### config.mk
export PLATFORM = sky130hd
export DESIGN_NAME = unidad_de_codificacion
export DESIGN_NICKNAME = d
export VERILOG_FILES = /design/src/rtl/unidad_de_codificacion.sv
export SDC_FILE = /design/constraint.sdc
export NUM_CORES = 1
export LEC_CHECK = 0
export BUFFER_PORTS_ARGS = -buffer_cell sky130_fd_sc_hd__buf_2
export CAP_MARGIN = 20
export CELL_PAD_IN_SITES_DETAIL_PLACEMENT = 2
export CELL_PAD_IN_SITES_GLOBAL_PLACEMENT = 2
export CORE_MARGIN = 3
export CORE_UTILIZATION = 36
export DETAILED_ROUTE_END_ITERATION = 6
export GPL_TIMING_DRIVEN = 0
export PLACE_DENSITY_LB_ADDON = 0.1
export SYNTH_ARGS = -nofsm -noshare
export SYNTH_HDL_FRONTEND = slang
export SYNTH_SLANG_ARGS = --single-unit
### constraint.sdc
create_clock -name clk -period 3 [get_ports clk]
set_input_delay 0.15 -clock clk [delete_from_list [all_inputs] [get_ports clk]]
set_output_delay 0.15 -clock clk [all_outputs]
set_load 0.01 [all_outputs]
### src/rtl/unidad_de_codificacion.sv
// Immediate encoder: finds the shortest extension format whose re-extension reproduces a 32-bit value.
// One candidate per TRY cycle; start is ignored while busy, results held until the next operation ends.
module unidad_de_codificacion (
  input  logic        clk,
  input  logic        reset,
  input  logic        start,
  input  logic [31:0] dataI,
  input  logic        ForceFmt,
  input  logic [1:0]  ExtImmReq,
  output logic        busy,
  output logic        done,
  output logic        fits,
  output logic [1:0]  ExtImm,
  output logic [23:0] dataO
);

  typedef enum logic [1:0] {IDLE, TRY, DONE} state_t;

  state_t      state_q, state_d;
  logic [31:0] val_q, val_d;
  logic        force_q, force_d;
  logic [1:0]  req_q, req_d;
  logic [1:0]  idx_q, idx_d;
  logic        busy_q, busy_d;
  logic        done_q, done_d;
  logic        fits_q, fits_d;
  logic [1:0]  ext_imm_q, ext_imm_d;
  logic [23:0] data_o_q, data_o_d;

  logic [1:0]  auto_fmt;
  logic [1:0]  fmt;
  logic [23:0] field;
  logic [31:0] reext;
  logic        fit;

  // Search order runs from cheapest encoding to the widest one.
  always_comb begin
    case (idx_q)
      2'd0:    auto_fmt = 2'b11;
      2'd1:    auto_fmt = 2'b00;
      2'd2:    auto_fmt = 2'b10;
      default: auto_fmt = 2'b01;
    endcase
    fmt = force_q ? req_q : auto_fmt;
  end

  always_comb begin
    case (fmt)
      2'b00: begin
        field = {16'b0, val_q[7:0]};
        reext = {{24{val_q[7]}}, val_q[7:0]};
      end
      2'b01: begin
        field = val_q[23:0];
        reext = {{8{val_q[23]}}, val_q[23:0]};
      end
      2'b10: begin
        field = {12'b0, val_q[11:0]};
        reext = {{20{val_q[11]}}, val_q[11:0]};
      end
      default: begin
        field = 24'h000000;
        reext = 32'h00000000;
      end
    endcase
    fit = (reext == val_q);
  end

  always_comb begin
    state_d   = state_q;
    val_d     = val_q;
    force_d   = force_q;
    req_d     = req_q;
    idx_d     = idx_q;
    busy_d    = busy_q;
    done_d    = 1'b0;
    fits_d    = fits_q;
    ext_imm_d = ext_imm_q;
    data_o_d  = data_o_q;
    case (state_q)
      IDLE: begin
        busy_d = 1'b0;
        if (start) begin
          val_d   = dataI;
          force_d = ForceFmt;
          req_d   = ExtImmReq;
          idx_d   = 2'd0;
          busy_d  = 1'b1;
          state_d = TRY;
        end
      end
      TRY: begin
        // The last automatic candidate is format 01, so exhaustion already yields ExtImm=01, dataO=V[23:0].
        if (fit || force_q || (idx_q == 2'd3)) begin
          data_o_d  = field;
          ext_imm_d = fmt;
          fits_d    = fit;
          done_d    = 1'b1;
          state_d   = DONE;
        end else begin
          idx_d = idx_q + 2'd1;
        end
      end
      default: begin
        busy_d  = 1'b0;
        state_d = IDLE;
      end
    endcase
  end

  always_ff @(posedge clk or posedge reset) begin
    if (reset) begin
      state_q   <= IDLE;
      val_q     <= 32'h00000000;
      force_q   <= 1'b0;
      req_q     <= 2'b00;
      idx_q     <= 2'd0;
      busy_q    <= 1'b0;
      done_q    <= 1'b0;
      fits_q    <= 1'b0;
      ext_imm_q <= 2'b11;
      data_o_q  <= 24'h000000;
    end else begin
      state_q   <= state_d;
      val_q     <= val_d;
      force_q   <= force_d;
      req_q     <= req_d;
      idx_q     <= idx_d;
      busy_q    <= busy_d;
      done_q    <= done_d;
      fits_q    <= fits_d;
      ext_imm_q <= ext_imm_d;
      data_o_q  <= data_o_d;
    end
  end

  assign busy   = busy_q;
  assign done   = done_q;
  assign fits   = fits_q;
  assign ExtImm = ext_imm_q;
  assign dataO  = data_o_q;

endmodule
==> results.py <==
metrics = {
    "sta": {
        "tns_ns": 0,
        "max_freq_mhz": 365,
        "tightest_slew_ns": 0.947,
        "skew_ns": 0.0117,
        "hold_ws_ns": -0.0341,
        "finalCritPeriodShare": 0.914,
        "rsz0062_at_grt": "false",
        "finalSetupViolCount": 0,
        "slew_viol_final": 0,
        "final_hold_viol_count": 18,
        "fin_crit_ns": 2.74,
        "max_slew_margin": 0.367,
    },
    "yosys": {
        "synth_top_flop_cell": "dfrtp_1",
        "ys_seq_area_frac": 0.522,
        "async_reset_ff_frac": 1.00,
        "synth_common_cells": "66 x dfrtp_1, 35 x mux2_2, 29 x nand2_1",
        "avgSynthCellArea_um2": 12.2,
        "ys_warn_count": 0,
        "synthesis.instances": 268,
        "syn_area_um2": 3260,
        "netlist_top_cells_area": "dfrtp_1 51%, mux2_2 12%, mux2i_1 7.7%",
        "ys_ff_latch": 68,
        "yosysUniqueCellTypes": 49,
        "synth_area_leader_cell": "dfrtp_1",
        "synth.most_common_cell": "dfrtp_1",
        "synth-edff-count": 0,
        "netlist.area_leader.share": 0.506,
        "synth_nets": 309,
    },
    "routing": {
        "via_per_inst": 4.97,
        "dr.first_iter.drc_count": 76,
        "drtPass1Iterations": 4,
        "totalWireLength_um": 7740,
        "wl_per_cell_um": 16.9,
        "drtAntennaViolNets": 0,
        "num_vias": 2279,
        "drc": 0,
    },
    "global_routing": {
        "grt_pass1_vias": 2482,
        "grt_use_total": 0.161,
        "grt_pass1_wl_um": 12800,
        "antenna_found_initial": 0,
        "grt_overflow_total": 0,
        "grt_max_degree": 69,
    },
    "worst_setup_path": {
        "r2r_cells": 10,
        "startpoint_type": "register",
        "cp.required_ns": 3.26,
        "critPathCaptureType": "register",
        "path_max_fanout": 10,
        "path_class": "register to register",
        "crit_arrival_ns": 3.00,
    },
    "placement": {
        "placedCellCount": 442,
        "io_buffers": 66,
        "dp_hpwl_um": 5720,
        "placed_cell_area_um2": 3730,
        "routabilityCongestion": 0.702,
    },
    "floorplanning": {
        "dieHeight_um": 101,
        "core_um2": 8760,
        "die_area_um2": 10200,
        "die_x_um": 101,
        "initial_utilization": 0.372,
        "ioPinCount": 67,
        "rows": 34,
    },
    "clock_tree": {
        "clock_sinks": 68,
        "cts-htree-levels": 3,
        "max-clock-path-buffers": 2,
        "clock_latency_ns": 0.34,
        "root_buffer": "clkbuf_8",
        "path_clk_slew_ns": 0.07,
        "cts_inserted_buffers": 9,
        "cts_tree": "built",
    },
    "finish": {
        "layout.nets": 387,
        "num_antenna_cells": 0,
        "design_area_um2": 3970,
        "area_growth_pct": 21.5,
        "fin_util": 0.452,
        "layout.cells.non_filler": 459,
        "layout-drive-gt1-share": 0.422,
        "n_fill_cell": 907,
    },
    "run": {
        "maxCapViolCount": 0,
    },
    "pwr": {
        "p_comb_frac": 0.453,
        "powerDensity_nw_per_um2": 1190,
        "seqPwrFrac": 0.370,
        "peakVddDrop_mv": 0.375,
        "clkPwrFrac": 0.177,
        "total_power_w": 0.00472,
        "p_sw_frac": 0.387,
        "power.switching_w": 0.00183,
        "internal_power_w": 0.00289,
        "p_leak_nw": 1.96,
    },
    "run_status": {
        "run_status": "complete, but fails checks",
        "violations": "negative hold slack",
    },
    "hold_path": {
        "hp-class": "input pin to async pin",
    },
}
## cells by family after synthesis
group / after synthesis / synth area share
buffers and inverters: 39 / 0.0606
multiplexers: 64 / 0.215
XOR/XNOR: 2 / 0.00537
AO/OA/AOI/OAI: 22 / 0.0690
flip-flops: 68 / 0.522
adder cells (fa/ha/maj): 3 / 0.0115
AND/OR/NAND/NOR: 70 / 0.117
## layer usage
| metal | GRT usage | vias to the layer above | part of all wire |
|---|---|---|---|
| met2 | 0.263 | 42 | 0.50 |
| met3 | 0.0296 | 10 | 0.035 |
| li1 | - | 1073 | - |
| met5 | 0 | - | 0 |
| met4 | 0.0583 | 0 | 0.016 |
| met1 | 0.214 | 1154 | 0.45 |
## metrics by stage
step / setup slack, ns / hold slack, ns
5_1_grt: 0.0784 / 0.0263
4_1_cts: 0.159 / 0.0129
2_1_floorplan: 0.548 / 0.302
3_3_place_gp: 0.191 / 0.382
3_5_place_dp: 0.179 / 0.387
6_report: 0.259 / -0.0341
## area by class of cell
type	count	area, um2	share of cell area
well taps	108	135	0.0341
inverters	30	115	0.0290
clock inverters	4	72.6	0.0183
flip-flops and latches	68	1700	0.430
clock buffers	12	145	0.0366
multi-input cells	161	1370	0.346
repair buffers	67	338	0.0852
plain buffers	9	85.1	0.0215
## state kept, by name (all words and copies together), names as in the netlist
name	cells
idx_q	2
busy	1
state_q	2
done	1
req_q	2
fits	1
val_q	32
ExtImm	2
dataO	24
force_q	1
## power by group through the flow
stage | registers (W) | logic [W] | clock network, W
2_1_floorplan | 0.00174 | 0.00153 | 0
3_5_place_dp | 0.00177 | 0.00215 | 0
3_3_place_gp | 0.00173 | 0.00207 | 0
5_1_grt | 0.00182 | 0.00238 | 0.000912
6_report | 0.00175 | 0.00213 | 0.000836
4_1_cts | 0.00175 | 0.00216 | 0.000868
## path summary, 6_finish.rpt
path / endpoint / start / slack, ns
worst max-delay path: dataO[10] / idx_q[0] / 0.26
worst min-delay path: dataO[20] / reset / -0.03
worst max register to register: dataO[10] / idx_q[0] / 0.26
worst min register to register: busy / state_q[1] / 0.49
max in group asynchronous: req_q[0] / reset / 2.44
min in group clk: val_q[16] / dataI[16] / 0.03
## repair_timing
action                     in CTS  in global routing
hold buffers                    0                  0
setup endpoints to repair       0                  1
setup buffers                   0                  1
gates resized for setup         0                  1
## worst max-delay path, cell delays in order, from the launching register on
cell and delay [ns]:
dfrtp_1 0.39, inv_1 0.08, ha_1 0.42, nor2_2 0.23, nand3b_1 0.18, mux2_4 0.33, o41ai_2 0.34, o311ai_1 0.16
buf_6 0.20, buf_12 0.16, mux2i_1 0.16
## placed cells by master, fill, tap and decap left out, drive strengths merged, types with 2 or more instances in the layout
master and n:
buf 72, dfrtp 66, mux2 39, nand2 30, inv 30, mux2i 25
clkbuf 16, nor2 10, o21ai 6, nor3 5, nor4 5, nand3 4
a21oi 4, nand4 3, nand3b 3, ha 3, dfstp 2, o21a 2
xor2 2, bufinv 2, or2 2, a2111oi 2, o31ai 2
Power figures use the tool's default switching activity.
